File: config.mk
export PLATFORM = sky130hd
export DESIGN_NAME = conv_window_feeder
export DESIGN_NICKNAME = d
export VERILOG_FILES = /design/src/rtl/conv_window_feeder.sv
export SDC_FILE = /design/constraint.sdc
export NUM_CORES = 1
export LEC_CHECK = 0
export CAP_MARGIN = 20
export CORE_ASPECT_RATIO = 0.8
export CORE_MARGIN = 2
export CORE_UTILIZATION = 59
export DETAILED_ROUTE_END_ITERATION = 8
export HOLD_SLACK_MARGIN = 0.03
export PLACE_DENSITY = 0.8
export SLEW_MARGIN = 20
export SYNTH_ARGS = -nofsm -noshare
export SYNTH_HDL_FRONTEND = slang
export SYNTH_SLANG_ARGS = --single-unit
File: constraint.sdc
create_clock -name clk1 -period 2.7 [get_ports clk1]
set_input_delay 0.405 -clock clk1 [delete_from_list [all_inputs] [get_ports clk1]]
set_output_delay 0.405 -clock clk1 [all_outputs]
set_load 0.02 [all_outputs]
File: src/rtl/conv_window_feeder.sv
// conv_window_feeder: turns a raster pixel stream into 3x3 windows for the
// convolution engine. Two line buffers hold the previous two rows, and a
// 3x3 register array slides one column per accepted pixel. Only windows
// that lie fully inside the frame are emitted, so there is no padding.
module conv_window_feeder #(
    parameter int unsigned IMG_W = 16,
    parameter int unsigned IMG_H = 16
) (
    input  logic        clk1,
    input  logic        rst_n,
    input  logic [7:0]  pix_in,
    input  logic        pix_valid,
    input  logic        pix_sof,
    output logic        pix_ready,
    output logic [71:0] window,
    output logic        win_valid,
    input  logic        win_ready,
    output logic        frame_done
);

    localparam int unsigned PIX_W = 8;
    localparam int unsigned COL_W = (IMG_W > 1) ? $clog2(IMG_W) : 1;
    localparam int unsigned ROW_W = (IMG_H > 1) ? $clog2(IMG_H) : 1;

    // Position of the next pixel to accept
    logic [COL_W-1:0] col_q, col_d;
    logic [ROW_W-1:0] row_q, row_d;

    // Position of the pixel on the input this cycle (sof forces the origin)
    logic [COL_W-1:0] cur_col;
    logic [ROW_W-1:0] cur_row;

    // Line buffers: lb0 holds row r-1, lb1 holds row r-2
    logic [PIX_W-1:0] lb0_q [IMG_W];
    logic [PIX_W-1:0] lb1_q [IMG_W];
    logic [PIX_W-1:0] lb0_rd;
    logic [PIX_W-1:0] lb1_rd;

    // Sliding window, indexed [row][col]; row 0 is the top, col 0 the left
    logic [PIX_W-1:0] win_q [3][3];
    logic [PIX_W-1:0] win_d [3][3];

    logic win_valid_q, win_valid_d;
    logic frame_done_q, frame_done_d;

    logic accept;
    logic win_due;
    logic last_pos;

    // Input handshake: a held window blocks new pixels so it cannot be shifted out
    assign pix_ready = !win_valid_q || win_ready;
    assign accept    = pix_valid && pix_ready;

    // Current pixel position and what it implies for the window output
    always_comb begin
        cur_col  = pix_sof ? '0 : col_q;
        cur_row  = pix_sof ? '0 : row_q;
        lb0_rd   = lb0_q[cur_col];
        lb1_rd   = lb1_q[cur_col];
        win_due  = (cur_row >= ROW_W'(2)) && (cur_col >= COL_W'(2));
        last_pos = (cur_row == ROW_W'(IMG_H - 1)) && (cur_col == COL_W'(IMG_W - 1));
    end

    // Next-state logic for counters, window registers and output flags
    always_comb begin
        col_d        = col_q;
        row_d        = row_q;
        win_d        = win_q;
        win_valid_d  = win_valid_q;
        frame_done_d = 1'b0;

        if (accept) begin
            if (cur_col == COL_W'(IMG_W - 1)) begin
                col_d = '0;
                row_d = (cur_row == ROW_W'(IMG_H - 1)) ? '0 : cur_row + ROW_W'(1);
            end else begin
                col_d = cur_col + COL_W'(1);
                row_d = cur_row;
            end

            for (int r = 0; r < 3; r++) begin
                win_d[r][0] = win_q[r][1];
                win_d[r][1] = win_q[r][2];
            end
            win_d[0][2] = lb1_rd;
            win_d[1][2] = lb0_rd;
            win_d[2][2] = pix_in;

            win_valid_d  = win_due;
            frame_done_d = win_due && last_pos;
        end else if (win_ready) begin
            win_valid_d = 1'b0;
        end
    end

    // Control and window registers
    always_ff @(posedge clk1 or negedge rst_n) begin
        if (!rst_n) begin
            col_q        <= '0;
            row_q        <= '0;
            win_valid_q  <= 1'b0;
            frame_done_q <= 1'b0;
            for (int r = 0; r < 3; r++) begin
                for (int c = 0; c < 3; c++) begin
                    win_q[r][c] <= '0;
                end
            end
        end else begin
            col_q        <= col_d;
            row_q        <= row_d;
            win_valid_q  <= win_valid_d;
            frame_done_q <= frame_done_d;
            win_q        <= win_d;
        end
    end

    // Line buffers need no reset: rows 0 and 1 refill them before any window reads them
    always_ff @(posedge clk1) begin
        if (accept) begin
            lb1_q[cur_col] <= lb0_rd;
            lb0_q[cur_col] <= pix_in;
        end
    end

    assign window     = {win_q[0][0], win_q[0][1], win_q[0][2],
                         win_q[1][0], win_q[1][1], win_q[1][2],
                         win_q[2][0], win_q[2][1], win_q[2][2]};
    assign win_valid  = win_valid_q;
    assign frame_done = frame_done_q;

endmodule

# --- Word-level counts from Yosys, hierarchy flattened ---
# Memory sizes are Yosys's and may differ from the RTL's. A register that Yosys moved wholly into a read port is not among the register bits.
# Cells that the tools add are included.
totals:
  regBits: 74
  mem_bits_rw: 256
  inputBits: 13
  output_inout_bits: 75
  word_cells: 38
  memories: 2
op_classes:
  addsub: 2
  n_lt_le_gt_ge: 2
  n_eq_ne: 2
  muxes: 10
  n_reduce_logical: 8
memory_table:
  columns: ["name", "words", "width", "read_ports", "rd_ports_with_merged_regs", "write_ports", "line_no", "source"]
  rows:
  - ["lb0_q", 16, 8, 1, 0, 1, "34", "logic [PIX_W-1:0] lb0_q [IMG_W];"]
  - ["lb1_q", 16, 8, 1, 1, 1, "35", "logic [PIX_W-1:0] lb1_q [IMG_W];"]
op_table:
  columns: ["operator", "count"]
  rows:
  - ["$mux W4", 5]
  - ["$add A4 B1 Y4 const B", 2]
  - ["$eq A4 B4 Y1 const B", 2]
  - ["$ge A4 B2 Y1 const B", 2]
  - ["$mux W1", 5]
  - ["$logic_and A1 B1 Y1", 4]
  - ["$logic_not A1 Y1", 2]
  - ["$reduce_bool A2 Y1", 1]
  - ["$logic_or A1 B1 Y1", 1]

# --- Depth between registers and ports, before layout ---
# Gate-level depths: netlist (run 1).
depth:
  depth_word: 5
  ltp_mapped: 8
  mapped_depth_nobuf: 5

# --- Worst setup path after synthesis (run 1) ---
# Ideal clock, no wire load.
synth_timing:
  kind: "register to register"
  from: "reg win_valid_q, in the netlist win_valid"
  to: "mem lb0_q[2][0], enable pin"
  setup_ns: 0.388
  arrival_time_ns: 2.261
  required_time_ns: 2.312
  setup_slack_ns: 0.051
  path_stages_with_launch: 7
  n_path_buf: 2
  synth_period_minus_slack_ns: 2.649
  path_cell_list: "dfrtp_1 nand2b_1 and2_1 clkbuf_1 buf_2 nand3_1 nor2_1"
synth_between:
  elab_chain_len: 5
synth_lines:
  columns: ["element", "line_no", "source"]
  rows:
  - ["start, declared", "43", "logic win_valid_q, win_valid_d;"]
  - ["start signal, assigned", "111", "win_valid_q <= win_valid_d;"]
  - ["$logic_not A1 Y1", "51", "assign pix_ready = !win_valid_q || win_ready;"]
  - ["$logic_or A1 B1 Y1", "51", null]
  - ["named net pix_ready", "14", "output logic pix_ready,"]
  - ["$logic_and A1 B1 Y1", "52", "assign accept = pix_valid && pix_ready;"]
  - ["$mux W1", "119", "if (accept) begin"]
  - ["$mux W1 (not written as such)", "121", "lb0_q[cur_col] <= pix_in;"]
  - ["end, declared", "34", null]
# The timed path passes the listed nets, and every way through them passes these cells.

# --- Worst setup path after layout (run 1) ---
layout_timing:
  from: "reg col_q[0]"
  to: "mem lb1_q[2][4], data pin"
layout_between:
  elab_chain_len: 2
layout_lines:
  columns: ["element", "line_no", "source"]
  rows:
  - ["start, declared", "26", "logic [COL_W-1:0] col_q, col_d;"]
  - ["start signal, assigned", "109", "col_q <= col_d;"]
  - ["$mux W4", "56", "cur_col = pix_sof ? '0 : col_q;"]
  - ["$mem_v2 Z16 W8", null, null]
  - ["named net lb0_rd[4]", "36", "logic [PIX_W-1:0] lb0_rd;"]
  - ["end, declared", "35", null]
# The timed path passes the listed nets, and every way through them passes these cells.

==> results of run 1 <==
[synth_stat cells, drive strengths merged (10+ instances only)]
| cell | count |
|---|---|
| mux2i | 64 |
| nor2b | 25 |
| nor2 | 29 |
| a221oi | 10 |
| a21oi | 39 |
| nand3 | 25 |
| o21ai | 11 |
| buf | 31 |
| o221ai | 21 |
| edfxtp | 256 |
| clkbuf | 28 |
| dfrtp | 82 |
| nand2 | 179 |
| a211oi | 11 |
[per-layer routing]
metal / global-route usage [%] / routed length [um] / part of all wire [%]
met5: 0 / 0 / 0
met4: 9.11 / 1130 / 3.4
met3: 4.98 / 3200 / 9.7
met2: 44.2 / 15500 / 47
met1: 41.9 / 13200 / 40
[repair_timing]
action,CTS,global route
endpoints found under the hold margin,40,0
resized for setup,0,0
hold buffers,1,0
[power breakdown]
part | total (mW) | switching [mW] | leakage, nW | internal, mW
Clock | 4.52 | 1.87 | 0.524 | 2.65
Sequential | 6.27 | 0.240 | 3.32 | 6.03
Combinational | 2.01 | 1.20 | 2.15 | 0.808
[critical path, stage by stage, from the launching register on]
cell	delay (ps)
dfrtp_4	560
nor2b_2	260
inv_1	230
a211oi_1	380
a2bb2oi_1	260
nand3_1	180
buf_4	240
[worst min-delay path by stage]
stage / from / to / slack (ps) / cells past startpoint
after detailed placement: rst_n / window[60] / 440 / 1
after global routing: rst_n / window[67] / 450 / 2
after CTS: rst_n / window[30] / 400 / 2
final: rst_n / window[56] / 410 / 2
after floorplan: rst_n / col_q[0] / 110 / 0
after global placement: rst_n / window[67] / 440 / 1
[layout make-up]
cell class	instances	area, um^2
clock buffers	42	873
inverters	8	30.0
fillers	1406	6280
flip-flops and latches	338	9740
clock inverters	14	191
multi-input cells	511	3260
repair buffers	162	1560
well taps	306	383
[state kept, by name, indices dropped and copies added, names as in the netlist]
signal	flops
lb1_q	128
lb0_q	128
row_q	4
col_q	4
frame_done	1
window	72
win_valid	1
[cell families (layout without fill, tap and decap cells)]
| logic type | Yosys count | after routing | synth area share [%] |
|---|---|---|---|
| compound gates | 147 | 147 | 8.29 |
| fa+ha+maj | 1 | 1 | 0.0940 |
| buf+inv | 67 | 226 | 2.44 |
| flops | 338 | 338 | 73.2 |
| mux | 74 | 74 | 6.25 |
| simple gates | 289 | 289 | 9.76 |
[metrics by stage]
stage                     setup WS [ps]  utilization, %  std cells
after CTS                           378            71.9       1381
final                               314            71.9       1381
after global routing                220            71.9       1381
after floorplan                    50.5               -        916
after global placement             24.4            67.0       1324
after detailed placement          -45.4            67.0       1324
==> impl_results.md, run 1 <==
- Setup bufs post-CTS: 0
- Number of global-route vias before repair: 8517
- Total via count in the routed design: 8602
- Layout overhead on the synthesized area: 20.5%
- Transition at the pin with the smallest max-transition slack: 789 ps
- Total negative slack: 0 ps
- Die extent in y: 138 um
- Area share of the largest cell type after synthesis: 57.7%
- Worst rel slew slack: 47.2%
- Area of the mapped netlist: 13300 um^2
- Commonest cells after routing, fill and taps aside: 256 x edfxtp_1, 178 x nand2_1, 86 x clkdlybuf4s50_1
- Worst setup EP type: flip-flop
- CTS tree: built
- Final design area excluding fillers: 16000 um^2
- Number of buffers inserted during clock tree synthesis: 30
- Maximum number of pins on one net before global-route repair: 59
- Syn_nets: 930
- Final Hold Violating Endpoints: 0
- Die area: 23800 um^2
- Syn Inst Count: 916
- Hold/Removal Path Class: primary input to asynchronous set/reset pin
- Detailed-routing iteration count for the pre-antenna-repair pass: 5
- Max-slew violation count: 0
- Syn Area/Cell: 14.5 um^2
- Clk_skew: 12.7 ps
- Final period util: 88.4%
- DR iter-0 viols: 1279
- Synth Register Bits: 338
- Type of origin of the critical path: flip-flop
- Max frequency: 419 MHz
- GPL Wtd Cong: 0.855
- Later-pin clock latency in the skew report: 570 ps
- Clock tree buffer depth: 3
- Number of distinct standard cells referenced by the synthesized netlist: 57
- Clock edge transition at the registers on the reported setup and hold paths: 70 ps
- Post-placement cell area: 15000 um^2
- Initial antenna violation count: 0
- Ratio of routed vias to standard cells: 6.23
- Total of buffers placed on input and output ports: 87
- Final HPWL from detailed placement: 21100 um
- Most instantiated flip-flop cell in the synthesis netlist: edfxtp_1
- Count of flip-flops with a built-in enable after synthesis: 256
- Top cell type by total area after synthesis: edfxtp_1
- Library cell used as clock root buffer: clkbuf_16
- Result of the run: completed
- Antenna Cells: 0
- Starting density of the core: 59.6%
- Total number of nets in the final design: 1065
- Startpoint of the most critical register-to-register path: col_q[0]
- Number of ports placed on the die boundary: 88
- Share of flip-flops with an asynchronous set or reset: 24.3%
- Syn. warnings: 0
- Clock tree sinks: 338
- Register area share after synthesis: 73.2%
- Total routed wirelength: 33000 um
- Area of the core: 22300 um^2
- Top post-synthesis cells by area: edfxtp_1 58%, dfrtp_1 15%, nand2_1 5.0%
- Wire length of the first global-routing pass: 50700 um
- Timing endpoint of the critical path: lb1_q[2][4]
- Reg-to-reg setup timing slack: 310 ps
- Total power consumption of the routed design: 12.8 mW
- Die Wd: 172 um
- Worst Hold Margin: 411 ps
- Average wire per cell in the routed design: 23.9 um
- Shortest period the worst path allows: 2390 ps
- Count of standard-cell rows: 49
- Highest fanout seen on the critical path: 16
- Post-detailed-route DRC marker count: 0
- Fraction of final layout cells with drive strength greater than 1: 14.0%
- Global-route total usage across every layer: 28.5%
- Total gr overflow: 0
- Worst vdd ir: 0.765 mV
- Depth of the most critical reg-to-reg path: 6
- CP arrival: 2690 ps
- Leakage Power: 5.99 nW
- Final setup vio count: 0
- Htree depth: 1
- Max cap viols: 0
- Setup crit start: col_q[0]
- Power density normalized to cell area: 798 nW/um^2
- Required time reported for the critical path endpoint: 3000 ps
- Most common cell after layout, fill and taps aside: edfxtp_1
- Capture point of the worst reg-to-reg path: lb1_q[2][4]
- Critical path class: flip-flop to flip-flop
- Post-route ant nets: 0
- Unrepaired setup endpoints after global routing: false
(Power assumes the default switching activity.)
==> run 2, diff against run 1 <==
Settings changed: CORE_ASPECT_RATIO 0.8 to 0.6, TNS_END_PERCENT set to 100.
==> run 2 against run 1 <==
  * Final cell count is 1.6% lower
  * Register-to-register slack worse by 140 ps
  * Final area is 0.82% lower
  * Hold slack better by 65 ps
  * Critical path depth is 2 lower
  * Power is 4.2% lower
  * Clock skew is 1.8 ps higher
  * Maximum frequency is 5.5% lower
  * Via count is 2.2% higher
  * Critical path type unchanged
==> impl_results.md, run 2 (synthesis results as in run 1) <==
- Average wire per cell in the routed design: 25.2 um
- Fraction of final layout cells with drive strength greater than 1: 13.0%
- Number of ports placed on the die boundary: 88
- Total routed wirelength: 34200 um
- CTS tree: built
- Transition at the pin with the smallest max-transition slack: 738 ps
- Power share of the combinational group: 16.5%
- Net load switching power: 3.27 mW
- CP cell instances: nor2b_1, nand4_1, nor2_1, buf_4
- Internal Pwr Total: 8.98 mW
- Clock tree buffer depth: 3
- Highest fanout seen on the critical path: 18
- Leakage Power: 5.92 nW
- Met3 usage: 6.95%
- Cell type of the slowest stage on the worst timing path: dfrtp_2
- Type of origin of the critical path: flip-flop
- Layout overhead on the synthesized area: 19.5%
- Die Wd: 198 um
- Max frequency: 396 MHz
- Finished Layout Cells: 1359
- Htree depth: 1
- Wire length of the first global-routing pass: 51100 um
- Unrepaired setup endpoints after global routing: false
- Cells after DPL: 1304
- Clock tree sinks: 338
- Post-route setup slack: 174 ps
- Later-pin clock latency in the skew report: 550 ps
- Required time reported for the critical path endpoint: 2940 ps
- Final Util: 72.1%
- Final HPWL from detailed placement: 22100 um
- Detailed-routing iteration count for the pre-antenna-repair pass: 5
- Clk_skew: 14.5 ps
- Shortest period the worst path allows: 2530 ps
- Number of buffers inserted during clock tree synthesis: 29
- Post-placement cell area: 15000 um^2
- Area of the core: 22100 um^2
- Post-cts repair resize count: 0
- Total of buffers placed on input and output ports: 87
- Clock share of power: 32.3%
- Number of global-route vias before repair: 8336
- Starting density of the core: 60.3%
- Total via count in the routed design: 8788
- Max-slew violation count: 0
- DR iter-0 viols: 1164
- Worst vdd ir: 0.558 mV
- Commonest cells after routing, fill and taps aside: 256 x edfxtp_1, 178 x nand2_1, 86 x clkdlybuf4s50_1
- GPL Wtd Cong: 0.915
- Critical path class: flip-flop to flip-flop
- Initial antenna violation count: 0
- Result of the run: completed
- Switching part of the total power: 26.7%
- Final period util: 93.5%
- Library cell used as clock root buffer: clkbuf_16
- Total number of nets in the final design: 1064
- Most used routing layer in global routing: met1
- Antenna Cells: 0
- Family of cells with the greatest summed delay on the critical path: simple AND/OR/NAND/NOR gates
- Worst rel slew slack: 50.6%
- Count of standard-cell rows: 42
- Worst Hold Margin: 476 ps
- Die area: 23800 um^2
- Final Hold Violating Endpoints: 0
- Clock edge transition at the registers on the reported setup and hold paths: 70 ps
- Seq pwr share: 51.2%
- CP arrival: 2770 ps
- Ratio of routed vias to standard cells: 6.47
- Grt met1 use: 45.6%
- Total gr overflow: 0
- Buffer and inverter count on the worst path: 1
- Final design area excluding fillers: 15900 um^2
- Slowest cell delay on critical path: 640 ps
- Die extent in y: 120 um
- Post-route ant nets: 0
- Hold/Removal Path Class: primary input to asynchronous set/reset pin
- Global-route total usage across every layer: 29.3%
- Dpl ws: -78.1 ps
- Final setup vio count: 0
- Fillers: 1360
- Grt met2 use: 41.2%
- Maximum number of pins on one net before global-route repair: 57
- Most common cell after layout, fill and taps aside: edfxtp_1
- Power density normalized to cell area: 770 nW/um^2
- Worst setup EP type: flip-flop
- Max cap viols: 0
- Post-detailed-route DRC marker count: 0
-- run 2: changes by cell type in the layout (fill, tap and decap cells not counted) --
cell       before  now
inv_6           0    1
inv_8           1    0
clkbuf_1        3   11
clkinv_8        1    0
inv_4           0    2
clkbuf_16      30   31
clkbuf_4        2    0
bufinv_16       4    0
buf_12         10   15
buf_4          65   60
clkbuf_8        7    1
-- run 2: area by class of cell --
type	instances	area [um^2]	area share, %
clock buffer	43	831	5.22
clock inverter	11	65.1	0.409
inverter	8	30.0	0.189
multi-input combinational	511	3260	20.5
sequential	338	9740	61.3
tap	286	358	2.25
timing repair buffer	162	1620	10.2
-- run 2: path summary, 6_finish.rpt --
kind                                     end  slack (ps)  cells after the start       start
worst max-delay path            lb1_q[11][4]         170                      4    col_q[1]
max in group asynchronous         window[22]        1500                      3       rst_n
worst min register to register    window[42]         480                      2  window[42]
worst min-delay path              window[65]         480                      2       rst_n
min in group clk1                 window[42]         480                      2  window[42]
worst max register to register  lb1_q[11][4]         170                      4    col_q[1]
-- run 2: timing repair --
| item | CTS | global route |
|---|---|---|
| hold buffers | 1 | 0 |
| buffers inserted | 0 | 0 |
| endpoints found under the hold margin | 49 | 0 |
-- run 2: per-layer routing --
metal	vias up	wire length, um
met5	-	0
met4	0	1060
met3	87	4240
met2	597	14800
met1	4396	14200
li1	3708	-
-- run 2: stage by stage --
stage	setup TNS, ps	total power, mW
after floorplan	0	7.37
after global placement	-315	8.30
after detailed placement	-694	8.36
after CTS	0	12.2
after global routing	0	12.6
final	0	12.3
-- run 2: power by group through the flow --
stage	clock network, mW	logic [mW]	registers (mW)
finish	3.96	2.03	6.27
global route	4.15	2.16	6.30
CTS	3.97	2.01	6.27
detailed placement	0	1.99	6.37
global placement	0	1.94	6.36
floorplan	0	0.865	6.50
